## config.mk

```make
export PLATFORM = sky130hd
export DESIGN_NAME = bt656_timing_decoder_flat
export DESIGN_NICKNAME = d
export VERILOG_FILES = /design/src/rtl/bt656_pkg.sv /design/src/rtl/bt656_timing_decoder_if.sv /design/src/rtl/bt656_xyz_check.sv /design/src/rtl/bt656_timing_decoder.sv /design/src/flat_wrapper.sv
export SDC_FILE = /design/constraint.sdc
export NUM_CORES = 1
export LEC_CHECK = 0
export BUFFER_PORTS_ARGS = -buffer_cell sky130_fd_sc_hd__buf_2
export CAP_MARGIN = 15
export CORE_ASPECT_RATIO = 1.2
export CORE_MARGIN = 3
export CORE_UTILIZATION = 40
export CTS_CLUSTER_DIAMETER = 100
export DETAILED_ROUTE_END_ITERATION = 10
export GPL_TIMING_DRIVEN = 0
export HOLD_SLACK_MARGIN = 0.08
export SETUP_SLACK_MARGIN = 0.15
export SLEW_MARGIN = 25
export SYNTH_ARGS = -nofsm -noshare
export SYNTH_HDL_FRONTEND = slang
export SYNTH_SLANG_ARGS = --single-unit
```

## constraint.sdc

```tcl
create_clock -name clk -period 4.8 [get_ports clk]
set_input_delay 0 -clock clk [delete_from_list [all_inputs] [get_ports clk]]
set_output_delay 0 -clock clk [all_outputs]
set_load 0.01 [all_outputs]
```

## src/rtl/bt656_pkg.sv

```systemverilog
// bt656_pkg: shared constants and state types for the BT.656 timing decoder
// TRS preamble codes on bits 9:2, XYZ bit positions, standard line lengths,
// detector and lock state enums.
package bt656_pkg;
    localparam logic [7:0] TRS_FF = 8'hFF;
    localparam logic [7:0] TRS_00 = 8'h00;
    localparam int XYZ_ONE = 9;
    localparam int XYZ_F = 8;
    localparam int XYZ_V = 7;
    localparam int XYZ_H = 6;
    localparam int XYZ_P3 = 5;
    localparam int XYZ_P0 = 2;
    localparam int LINE_525 = 1716;
    localparam int LINE_625 = 1728;
    typedef enum logic [1:0] {IDLE, P1, P2, P3} trs_state_t;
    typedef enum logic {UNLOCKED, LOCKED} lock_state_t;
endpackage

```

## src/rtl/bt656_timing_decoder_if.sv

```systemverilog
// bt656_timing_decoder_if: video word in, delayed word plus recovered timing out
// data_in: BT.656 word from the decoder; data_out: data_in delayed 1 cycle;
// F/V/H: timing flags; line_count: EAVs since last F change;
// locked: flywheel lock; trs_error: rejected-XYZ pulse.
// master = stream source / timing consumer, slave = the decoder.
interface bt656_timing_decoder_if;
    logic [9:0] data_in;
    logic [9:0] data_out;
    logic       F;
    logic       V;
    logic       H;
    logic [9:0] line_count;
    logic       locked;
    logic       trs_error;
    modport master (output data_in, input data_out, F, V, H, line_count, locked, trs_error);
    modport slave (input data_in, output data_out, F, V, H, line_count, locked, trs_error);
endinterface

```

## src/rtl/bt656_xyz_check.sv

```systemverilog
// bt656_xyz_check: combinational XYZ protection check and optional correction
// xyz: bits 9:2 of the candidate XYZ word; valid: word accepted;
// f/v/h: (corrected) flags. Macro BT656_ECC_EN enables single-bit correction.
module bt656_xyz_check
    import bt656_pkg::*;
(
    input  logic [9:2] xyz,
    output logic       valid,
    output logic       f,
    output logic       v,
    output logic       h
);
    logic [3:0] syn;
    always_comb begin
        syn = xyz[XYZ_P3:XYZ_P0] ^ {xyz[XYZ_V] ^ xyz[XYZ_H], xyz[XYZ_F] ^ xyz[XYZ_H],
                                    xyz[XYZ_F] ^ xyz[XYZ_V], xyz[XYZ_F] ^ xyz[XYZ_V] ^ xyz[XYZ_H]};
`ifdef BT656_ECC_EN
        // a flag error disturbs three parity bits; a one-hot syndrome is a parity-bit error
        f = xyz[XYZ_F] ^ (syn == 4'b0111);
        v = xyz[XYZ_V] ^ (syn == 4'b1011);
        h = xyz[XYZ_H] ^ (syn == 4'b1101);
        valid = xyz[XYZ_ONE] && (syn inside {4'b0000, 4'b0111, 4'b1011, 4'b1101,
                                             4'b1000, 4'b0100, 4'b0010, 4'b0001});
`else
        f = xyz[XYZ_F];
        v = xyz[XYZ_V];
        h = xyz[XYZ_H];
        valid = xyz[XYZ_ONE] && syn == 4'b0000;
`endif
    end
endmodule

```

## src/rtl/bt656_timing_decoder.sv

```systemverilog
// bt656_timing_decoder: BT.656 TRS detection, F/V/H recovery, line flywheel and lock
// clk: 27 MHz word clock; reset_n: async active-low reset;
// bus (slave): data_in in; data_out, F, V, H, line_count, locked, trs_error out.
// Macro BT656_ECC_EN (in bt656_xyz_check) enables single-bit XYZ correction.
module bt656_timing_decoder
    import bt656_pkg::*;
#(
    parameter int LINE_SAMPLES = LINE_525,
    parameter int LOCK_COUNT   = 2,
    parameter int MISS_LIMIT   = 2
) (
    input logic clk,
    input logic reset_n,
    bt656_timing_decoder_if.slave bus
);
    localparam logic [10:0] LAST   = 11'(LINE_SAMPLES - 1);
    localparam logic [7:0]  LOCK_N = 8'(LOCK_COUNT);
    localparam logic [7:0]  MISS_N = 8'(MISS_LIMIT);

    trs_state_t  trs, trs_nxt;
    lock_state_t lock, lock_nxt;
    logic [10:0] cnt;
    logic [7:0]  good_cnt, good_nxt, miss_cnt, miss_nxt;
    logic [7:0]  w;
    logic        xvalid, xf, xv, xh, is_xyz, ok, eav, at_end, synth;

    bt656_xyz_check u_chk (.xyz(bus.data_in[9:2]), .valid(xvalid), .f(xf), .v(xv), .h(xh));

    assign w      = bus.data_in[9:2];
    assign is_xyz = trs == P3;
    assign ok     = is_xyz && xvalid;
    assign eav    = ok && xh;
    assign at_end = cnt == LAST;
    // a valid XYZ on the expiry cycle takes precedence over the flywheel
    assign synth  = lock == LOCKED && at_end && !ok;
    assign bus.locked = lock == LOCKED;

    // FF in P3 is the XYZ word itself, so P3 always returns to IDLE
    always_comb
        trs_nxt = trs == IDLE ? (w == TRS_FF ? P1 : IDLE)
                : trs == P1   ? (w == TRS_00 ? P2 : w == TRS_FF ? P1 : IDLE)
                : trs == P2   ? (w == TRS_00 ? P3 : IDLE)
                : IDLE;

    always_comb begin
        lock_nxt = lock;
        good_nxt = good_cnt;
        miss_nxt = miss_cnt;
        if (eav) begin
            miss_nxt = '0;
            good_nxt = at_end ? (good_cnt == 8'hFF ? good_cnt : good_cnt + 8'd1) : 8'd1;
            lock_nxt = !at_end ? UNLOCKED : good_nxt >= LOCK_N ? LOCKED : lock;
        end else if (synth) begin
            miss_nxt = miss_cnt + 8'd1;
            if (miss_nxt == MISS_N) begin
                lock_nxt = UNLOCKED;
                good_nxt = '0;
                miss_nxt = '0;
            end
        end
    end

    always_ff @(posedge clk or negedge reset_n)
        if (!reset_n) begin
            trs            <= IDLE;
            lock           <= UNLOCKED;
            good_cnt       <= '0;
            miss_cnt       <= '0;
            cnt            <= '0;
            bus.data_out   <= '0;
            bus.F          <= 1'b0;
            bus.V          <= 1'b1;
            bus.H          <= 1'b1;
            bus.line_count <= '0;
            bus.trs_error  <= 1'b0;
        end else begin
            trs           <= trs_nxt;
            lock          <= lock_nxt;
            good_cnt      <= good_nxt;
            miss_cnt      <= miss_nxt;
            cnt           <= (eav || synth) ? '0 : cnt == 11'h7FF ? cnt : cnt + 11'd1;
            bus.data_out  <= bus.data_in;
            bus.trs_error <= is_xyz && !xvalid;
            if (ok) begin
                bus.F <= xf;
                bus.V <= xv;
                bus.H <= xh;
            end else if (synth)
                bus.H <= 1'b1;
            if (ok && xf != bus.F)
                bus.line_count <= '0;
            else if ((eav || synth) && bus.line_count != 10'h3FF)
                bus.line_count <= bus.line_count + 10'd1;
        end
endmodule

```

## src/flat_wrapper.sv

```systemverilog
// flat-port wrapper written by rule: the top's interface ports become plain ports
module bt656_timing_decoder_flat import bt656_pkg::*;
#(
    parameter int LINE_SAMPLES = LINE_525,
    parameter int LOCK_COUNT   = 2,
    parameter int MISS_LIMIT   = 2
)
  (clk, reset_n, bus_data_in, bus_data_out, bus_F, bus_V, bus_H, bus_line_count, bus_locked, bus_trs_error);
  bt656_timing_decoder_if bus_i ();
  input logic clk;
  input logic reset_n;
  input wire logic [$bits(bus_i.data_in)-1:0] bus_data_in;
  output wire logic [$bits(bus_i.data_out)-1:0] bus_data_out;
  output wire logic [$bits(bus_i.F)-1:0] bus_F;
  output wire logic [$bits(bus_i.V)-1:0] bus_V;
  output wire logic [$bits(bus_i.H)-1:0] bus_H;
  output wire logic [$bits(bus_i.line_count)-1:0] bus_line_count;
  output wire logic [$bits(bus_i.locked)-1:0] bus_locked;
  output wire logic [$bits(bus_i.trs_error)-1:0] bus_trs_error;
  assign bus_i.data_in = bus_data_in;
  assign bus_data_out = bus_i.data_out;
  assign bus_F = bus_i.F;
  assign bus_V = bus_i.V;
  assign bus_H = bus_i.H;
  assign bus_line_count = bus_i.line_count;
  assign bus_locked = bus_i.locked;
  assign bus_trs_error = bus_i.trs_error;
  bt656_timing_decoder #(.LINE_SAMPLES(LINE_SAMPLES), .LOCK_COUNT(LOCK_COUNT), .MISS_LIMIT(MISS_LIMIT)) u_core (.clk(clk), .reset_n(reset_n), .bus(bus_i));
endmodule
```

==> results of run 1 <==
cell usage after synthesis (4+ instances only):
library cell and count:
mux2_2 4, ha_1 7, nor3_1 7, nor2_1 30, nor2b_1 5, dfrtp_1 52
nand2_1 17, xor2_1 13, nand4_1 9, a21oi_1 13, a31oi_1 5, nand3_1 19
inv_1 11, o21ai_0 14, and3_1 10, xnor2_1 14, o211ai_1 6
routing by layer:
metal	track usage	vias up
li1	-	1140
met3	0.02759	2
met5	0	-
met1	0.1926	1066
met2	0.2623	20
met4	0.04151	0
timing repair:
item | CTS | global route
gates resized for setup | 0 | 0
hold buffers | 11 | 0
endpoints found under the hold margin | 65 | 0
stage by stage:
step | setup slack, ps | cell area (µm²) | cells
after floorplan | 2598 | 2856 | 287
after global placement | 2288 | 3146 | 410
after detailed placement | 2325 | 3148 | 410
after CTS | 2286 | 3374 | 429
after global routing | 2051 | 3374 | 429
final | 2305 | 3374 | 429
final cells by class:
cell class                 count  area [µm²]
timing repair buffer          47       292.8
buffer                         6       45.04
clock buffer                   7       86.33
multi-input combinational    216        1416
clock inverter                 1       30.03
inverter                      11       41.29
fill                         652        3521
tap                           87       108.9
sequential                    54        1354
power breakdown:
| group | internal, mW | total [mW] | switching (mW) | leakage (nW) |
|---|---|---|---|---|
| clock | 0.170 | 0.316 | 0.146 | 0.0585 |
| sequential | 0.515 | 0.582 | 0.0667 | 0.655 |
| combinational | 0.0964 | 0.208 | 0.112 | 0.822 |
| total | 0.782 | 1.11 | 0.324 | 1.54 |
logic make-up (layout without fill, tap and decap cells):
kind of cell / after synthesis / in the layout / share of synthesized area
simple gates: 118 / 118 / 0.2243
compound gates: 56 / 56 / 0.1240
flops: 54 / 54 / 0.4739
xor+xnor: 28 / 28 / 0.09067
buf+inv: 17 / 72 / 0.03022
fa+ha+maj: 7 / 7 / 0.03066
mux: 7 / 7 / 0.02628
worst paths after layout:
kind	from	end	slack, ps
max	u_core.miss_cnt[0]	u_core.good_cnt[5]	2300
min	reset_n	u_core.good_cnt[4]	260
max reg2reg	u_core.miss_cnt[0]	u_core.good_cnt[5]	2300
min reg2reg	u_core.trs[1]	u_core.trs[0]	570
max in group asynchronous	reset_n	u_core.miss_cnt[0]	4050
min in group clk	bus_data_in[1]	u_core.bus.data_out[1]	330
registers in the layout, summed over array words and instances (netlist names), 2 cells and up:
register               count
u_core.bus.data_out       10
u_core.bus.line_count     10
u_core.cnt                11
u_core.good_cnt            8
u_core.miss_cnt            8
u_core.trs                 2
critical path, stage by stage (launching register included):
cell,delay [ps]
dfrtp_1,440
ha_1,270
and3_1,200
and3_1,210
or3_1,330
a211oi_1,520
a21o_2,310
o21ai_0,100
==> summary.md, run 1 <==
| Metric | Value |
|---|---|
| Status | `complete, no violations` |
| RSZ-0062 raised after global routing | `false` |
| Routed WL | `between 5000 and 6000 µm` |
| Core Box Area | `~0.0069 mm²` |
| YS warnings | `0` |
| Final setup viols | `0` |
| Worst skew pair latency | `300 ps` |
| Final min period | `2495 ps` |
| Top cells by area, synth | `dfrtp_1, xnor2_1, xor2_1, nor2_1, nand3_1` |
| Final core occ | `0.4894` |
| Commonest cells after routing, fill and taps aside | `dfrtp_1, buf_2, nor2_1, nand3_1, nand2_1` |
| Synth top area share | `0.4555` |
| Met3 routed wirelength | `106 µm` |
| Wire length on met2 | `3030 µm` |
| Initial antenna violation count | `0` |
| Critical Path RT | `4990 ps` |
| Critical path class | `register to register` |
| Hold crit path type | `input port to async pin` |
| Grt total ovfl | `0` |
| Root Buffer | `clkbuf_8` |
| Vias per cell | `~5.2` |
| # port buffers | `36` |
| Largest area contributor in the synthesized netlist | `dfrtp_1` |
| Hold Vio Cnt, Final | `0` |
| Worst Tran Pin Value | `696.0 ps` |
| CP Capture Type | `register` |
| DR DRC count | `0` |
| Number of synthesized flops with an enable pin | `0` |
| Sum Neg Setup Slack | `0 ps` |
| Synth Flop Type | `dfrtp_1` |
| Wire per inst | `13.71 µm` |
| Rows | `33` |
| Startpoint types | `register` |
| Detailed Route Iter0 Violations | `101` |
| Postcts setup bufs | `0` |
| Vias in the first global route | `between 2,000 and 2,500` |
| Largest net degree at the start of global routing | `55` |
| Flops & latches, synth | `54` |
| I/O pin cnt | `37` |
| Total design power | `around 1.1 mW` |
| Max-slew headroom | `0.5321` |
| Mean post-synth cell area | `around 10 µm²` |
| Layout cell share with drive strength beyond 1 | `0.1930` |
| Total GRT Usage | `0.1508` |
| Synth Instances | `287` |
| CTS tree | `done` |
| First-pass GRT wire length | `10,220 µm` |
| Pins Over Slew Limit | `0` |
| Initial core utilization | `0.4143` |
| Clock skew | `approximately 9 ps` |
| Total Nets Final | `360` |
| # diodes | `0` |
| Worst vdd ir | `around 160 µV` |
| Distinct cell type count after synthesis | `54` |
| Clock-pin slew on the worst setup and hold paths | `100 ps` |
| Die area | `0.008195 mm²` |
| FF-to-FF path depth | `7` |
| M1 wire length | `2699 µm` |
| Sequential fraction of the synthesis area | `0.4739` |
| Post-DRT Antenna Nets | `0` |
| Number of max-cap violations | `0` |
| TritonCTS buffer count | `5` |
| Clock Path Buffers | `2` |
| Die Y | `98.57 µm` |
| Crit Path Max Fanout | `8` |
| Syn Nets | `approximately 300` |
| DR top layer | `met4` |
| HPWL Detailed | `4037 µm` |
| Achievable frequency | `roughly 0.40 GHz` |
| CTS Sinks | `54` |
| Post-synth ARST share | `1.000` |
| Pre-antenna DRT Iters | `4` |
| Area growth, synth to finish | `18.13%` |
| Area of the mapped netlist | `about 0.0029 mm²` |
| DR vias | `around 2,200` |
| PD cells | `~330 mW/mm²` |
| H-tree Lvls | `2` |
| Leak pwr | `1.535 nW` |
| Worst Path Arrival | `approximately 2700 ps` |
| Commonest non-fill, non-tap cell in the layout | `dfrtp_1` |
| GPL Wtd Cong | `a little under 0.8` |
| Die width | `~83 µm` |
| Final worst-path cycle share | `0.5198` |
| Worst-case hold slack | `between 200 and 300 ps` |
No activity file was read; power rests on OpenSTA's default activity.
==> run 2, diff against run 1 <==
==> constraint.sdc (replaced) <==
create_clock -name clk -period 2.3 [get_ports clk]
set_input_delay 0 -clock clk [delete_from_list [all_inputs] [get_ports clk]]
set_output_delay 0 -clock clk [all_outputs]
set_load 0.01 [all_outputs]
==> run 2 against run 1 <==
Non-clock buffer count grew 13; clock power grew 110%; routed wire length grew 4.1%; power grew 120%; sequential share of layout area shrank 2.6 points.
==> summary.md, run 2 (synthesis gave the netlist of run 1 again) <==
| Metric | Value |
|---|---|
| PD cells | `about 680 mW/mm²` |
| Detailed Route Iter0 Violations | `146` |
| Die Y | `~100 µm` |
| Die width | `83.14 µm` |
| Worst Path Arrival | `2290 ps` |
| Rows | `33` |
| Crit Path Max Fanout | `5` |
| Max-slew headroom | `0.5388` |
| First-pass GRT wire length | `about 10,000 µm` |
| Total GRT Usage | `0.1528` |
| # fillers | `about 620` |
| Buf+Inv Stages, Crit Path | `0` |
| Placed cell area | `0.003166 mm²` |
| Clock-pin slew on the worst setup and hold paths | `100 ps` |
| Pre-antenna DRT Iters | `4` |
| RSZ-0062 raised after global routing | `true` |
| Status | `complete, no violations` |
| Worst skew pair latency | `310 ps` |
| Largest registers | `u_core.cnt: 11 flops, u_core.bus.data_out: 10 flops, u_core.bus.line_count: 10 flops` |
| CP top delay family | `simple AND/OR/NAND/NOR gates` |
| Number of max-cap violations | `0` |
| Initial antenna violation count | `0` |
| Multi-input gate area | `0.001559 mm²` |
| DR DRC count | `0` |
| CTS Sinks | `54` |
| Commonest non-fill, non-tap cell in the layout | `dfrtp_1` |
| Final min period | `2093 ps` |
| Top reg by flops | `u_core.cnt` |
| Die area | `0.008195 mm²` |
| Clock Path Buffers | `2` |
| # port buffers | `36` |
| Critical Path RT | `2500 ps` |
| Wire per inst | `13.85 µm` |
| Cell chain of the critical path | `ha_4 -> nand4bb_4 -> nor4_4 -> o31a_4 -> o211ai_1 -> nor2_1 -> mux2_2` |
| Clock skew | `8.228 ps` |
| TritonCTS buffer count | `5` |
| H-tree Lvls | `2` |
| Leak pwr | `1.610 nW` |
| HPWL Detailed | `approximately 4000 µm` |
| Register-to-register setup slack | `210 ps` |
| Register area | `0.001356 mm²` |
| # diodes | `0` |
| Commonest cells after routing, fill and taps aside | `dfrtp_1, buf_2, nor2_1, nand3_1, nand2_1` |
| Critical path class | `register to register` |
| Post-DRT Antenna Nets | `0` |
| Core Box Area | `just under 0.007 mm²` |
| Worst Tran Pin Value | `approximately 690 ps` |
| Final Cell Area | `0.003617 mm²` |
| Startpoint types | `register` |
| DR vias | `2,310` |
| CTS tree | `done` |
| Max incr delay on CP | `450 ps` |
| CP Capture Type | `register` |
| Pins Over Slew Limit | `0` |
| Vias per cell | `approximately 5.2` |
| Worst-case hold slack | `94.40 ps` |
| Initial core utilization | `0.4143` |
| Routed WL | `about 6100 µm` |
| GPL Wtd Cong | `0.8091` |
| Largest net degree at the start of global routing | `55` |
| Layout cell share with drive strength beyond 1 | `0.2648` |
| I/O pin cnt | `37` |
| Grt total ovfl | `0` |
| Root Buffer | `clkbuf_8` |
| Vias in the first global route | `2,289` |
| Worst vdd ir | `roughly 370 µV` |
| Total Nets Final | `373` |
| Hold Vio Cnt, Final | `0` |
| CP max-delay cell | `dfrtp_1` |
| Final worst-path cycle share | `0.9101` |
| Hold crit path type | `input port to register` |
| Total design power | `2.469 mW` |
| Achievable frequency | `around 0.48 GHz` |
| Largest register FFs | `11` |
| Area growth, synth to finish | `26.63%` |
| Final setup viols | `0` |
## run 2: repair_timing
item                       CTS  global route
setup endpoints to repair   25            27
hold endpoints to repair    65             0
hold buffers                11             0
pin swaps                    5            10
resized for setup            6            15
buffers inserted             7             6
## run 2: cell type report
cell class | count | share of cell area
multi-input cells | 216 | 0.4310
flip-flops and latches | 54 | 0.3750
clock buffers | 7 | 0.02387
repair buffers | 60 | 0.1079
well taps | 87 | 0.03009
plain buffers | 6 | 0.01245
clock inverters | 1 | 0.008302
inverters | 11 | 0.01141
## run 2: report_power, final
part           leakage, nW  internal [mW]  switching (mW)
clock               0.0585          0.356           0.313
sequential           0.653           1.08           0.155
combinational        0.898          0.288           0.277
## run 2: worst reg2reg max path, stage by stage (launching register included)
cell and delay [ps]:
dfrtp_1 450, ha_4 190, nand4bb_4 130, nor4_4 320, o31a_4 260, o211ai_1 150, nor2_1 150, mux2_2 330
## run 2: worst paths after layout
kind / startpoint / to / cells after the start
max: u_core.cnt[1] / u_core.bus.line_count[9] / 7
min: bus_data_in[6] / u_core.bus.H / 3
max reg2reg: u_core.cnt[1] / u_core.bus.line_count[9] / 7
min reg2reg: u_core.bus.F / u_core.bus.F / 1
max in group asynchronous: reset_n / u_core.cnt[4] / 2
min in group asynchronous: reset_n / u_core.cnt[1] / 2
## run 2: per-layer routing
layer,up-vias,GRT usage,wire length [µm]
met3,6,0.02258,129
met2,28,0.2667,3116
li1,1156,-,-
met5,-,0,0
met4,0,0.03899,70
met1,1120,0.1993,2805
## run 2: stage by stage
| stage | setup slack [ps] | setup TNS [ps] | util | std cells |
|---|---|---|---|---|
| finish | 206.7 | 0 | 0.5246 | 442 |
| detailed placement | -67.80 | -900.0 | 0.4591 | 410 |
| global placement | -33.36 | -305.5 | 0.4587 | 410 |
| global route | 126.2 | 0 | 0.5246 | 442 |
| CTS | 137.6 | 0 | 0.5050 | 436 |
| floorplan | 169.5 | 0 | - | 287 |
==> run 3, diff against run 2 <==
--- a/config.mk
+++ b/config.mk
@@ -6,8 +6,7 @@
 export NUM_CORES = 1
 export LEC_CHECK = 0
 export BUFFER_PORTS_ARGS = -buffer_cell sky130_fd_sc_hd__buf_2
-export CAP_MARGIN = 15
-export CORE_ASPECT_RATIO = 1.2
+export CORE_ASPECT_RATIO = 1.25
 export CORE_MARGIN = 3
 export CORE_UTILIZATION = 40
 export CTS_CLUSTER_DIAMETER = 100
==> run 3 against run 2 <==
Worst hold slack worse by 3.7 ps; first-iteration DRC count down 14%; clock power up 17%; utilization up 1.1 points.
==> summary.md, run 3 (synthesis gave the netlist of run 1 again) <==
| Metric | Value |
|---|---|
| Final setup viols | `0` |
| Met1 usage | `0.2166` |
| Dpl ws | `-97.78 ps` |
| HPWL Detailed | `about 4100 µm` |
| Leak pwr | `1.607 nW` |
| Total Nets Final | `371` |
| Largest registers | `u_core.cnt: 11 flops, u_core.bus.data_out: 10 flops, u_core.bus.line_count: 10 flops` |
| Layout cell share with drive strength beyond 1 | `0.2635` |
| TritonCTS buffer count | `5` |
| Wire per inst | `13.71 µm` |
| Max incr delay on CP | `roughly 470 ps` |
| CP max-delay cell | `or4_4` |
| I/O pin cnt | `37` |
| Critical path's most frequent cell | `or4_4` |
| Final Worst Setup Slack | `204.7 ps` |
| # port buffers | `36` |
| Crit Path Max Fanout | `5` |
| Final min period | `2095 ps` |
| Hold crit path type | `input port to register` |
| Core Box Area | `0.006730 mm²` |
| Commonest non-fill, non-tap cell in the layout | `dfrtp_1` |
| Clock Path Buffers | `2` |
| Area growth, synth to finish | `26.11%` |
| Largest net degree at the start of global routing | `55` |
| Clock skew | `8.837 ps` |
| Rows | `33` |
| # fillers | `607` |
| Buf+Inv Stages, Crit Path | `0` |
| DR DRC count | `0` |
| Largest register FFs | `11` |
| M3 GR Usage | `0.01878` |
| Post-DRT Antenna Nets | `0` |
| Initial antenna violation count | `0` |
| RSZ-0062 raised after global routing | `false` |
| CP Capture Type | `register` |
| Number of max-cap violations | `0` |
| Pins Over Slew Limit | `0` |
| Critical Path RT | `2490 ps` |
| Top reg by flops | `u_core.cnt` |
| Die width | `81.59 µm` |
| Commonest cells after routing, fill and taps aside | `dfrtp_1, buf_2, nor2_1, nand3_1, nand2_1` |
| Total GRT Usage | `0.1567` |
| Vias in the first global route | `2,226` |
| First-pass GRT wire length | `10,230 µm` |
| Die area | `0.008198 mm²` |
| GPL Wtd Cong | `0.8349` |
| Routed WL | `6034 µm` |
| CTS tree | `done` |
| Die Y | `100.5 µm` |
| Detailed Route Iter0 Violations | `around 130` |
| Final worst-path cycle share | `0.9110` |
| Worst Path Arrival | `~2300 ps` |
| Vias per cell | `between 5 and 6` |
| Startpoint types | `register` |
| Initial core utilization | `0.4244` |
| Worst Tran Pin Value | `677.5 ps` |
| Clock-pin slew on the worst setup and hold paths | `100 ps` |
| Grt peak-use layer | `met2` |
| Root Buffer | `clkbuf_8` |
| Worst-case hold slack | `90.69 ps` |
| # diodes | `0` |
| Hold Vio Cnt, Final | `0` |
| Critical path class | `register to register` |
| PD cells | `701.7 mW/mm²` |
| Grt total ovfl | `0` |
| Status | `complete, no violations` |
| H-tree Lvls | `2` |
| CTS Sinks | `54` |
| CP top delay family | `simple AND/OR/NAND/NOR gates` |
| Pre-antenna DRT Iters | `5` |
| GR met2 Demand/Resource | `0.2503` |
| DR vias | `2,318` |
| Worst skew pair latency | `300 ps` |
| Worst vdd ir | `688.6 µV` |
| Achievable frequency | `0.4773 GHz` |
| Cell chain of the critical path | `ha_4 -> nand3_4 -> and2_4 -> or4_4 -> or4_4 -> o31ai_2 -> o21ai_1` |
| Max-slew headroom | `0.5484` |
run 3: area by class of cell:
class,count,area [µm²],area share
Buffer,6,45.04,0.01250
Clock buffer,6,82.58,0.02292
Clock inverter,2,60.06,0.01667
Inverter,11,41.29,0.01146
Multi-Input combinational cell,216,1531,0.4251
Sequential cell,54,1358,0.3769
Tap cell,87,108.9,0.03022
Timing Repair Buffer,58,375.4,0.1042
run 3: per-stage QoR:
step / utilization / std cells / cell area, µm² / power [mW] / setup TNS (ps)
after CTS: 0.5209 / 435 / 3506 / 2.474 / 0
after detailed placement: 0.4703 / 410 / 3166 / 1.655 / -881.8
after global routing: 0.5352 / 440 / 3602 / 2.676 / 0
final: 0.5352 / 440 / 3602 / 2.527 / 0
after global placement: 0.4700 / 410 / 3163 / 1.638 / -490.2
after floorplan: - / 287 / 2874 / 1.515 / 0
run 3: final timing paths:
path | from | end | slack (ps) | depth (start not counted)
min in group asynchronous | reset_n | u_core.good_cnt[3] | 250 | 2
setup reg to reg | u_core.good_cnt[0] | u_core.bus.locked | 200 | 7
max in group asynchronous | reset_n | u_core.good_cnt[1] | 1540 | 2
hold / removal | bus_data_in[4] | u_core.trs[1] | 90 | 4
hold reg to reg | u_core.miss_cnt[0] | u_core.miss_cnt[0] | 530 | 1
setup / recovery | u_core.good_cnt[0] | u_core.bus.locked | 200 | 7
run 3: worst min-delay path: stages:
cell     delay, ps
buf_2          150
nor4b_1         70
nand2_1        100
nor2_1          50
run 3: per-layer routing:
layer / wire [µm] / up-vias / share of wire
met3: 147 / 8 / 0.024
li1: - / 1162 / -
met1: 2763 / 1117 / 0.46
met5: 0 / - / 0
met2: 3001 / 31 / 0.50
met4: 121 / 0 / 0.020
run 3: where the power goes:
part	leakage [nW]	internal (mW)	switching, mW
registers	0.652	1.08	0.156
clock network	0.0714	0.464	0.318
logic	0.883	0.257	0.254
total	1.61	1.80	0.729
run 3: repair_timing:
item	CTS	global route
setup buffers	6	5
hold endpoints to repair	65	0
pin swaps	5	5
hold buffers	11	0
gates resized for setup	8	10
endpoints found under the setup margin	25	25
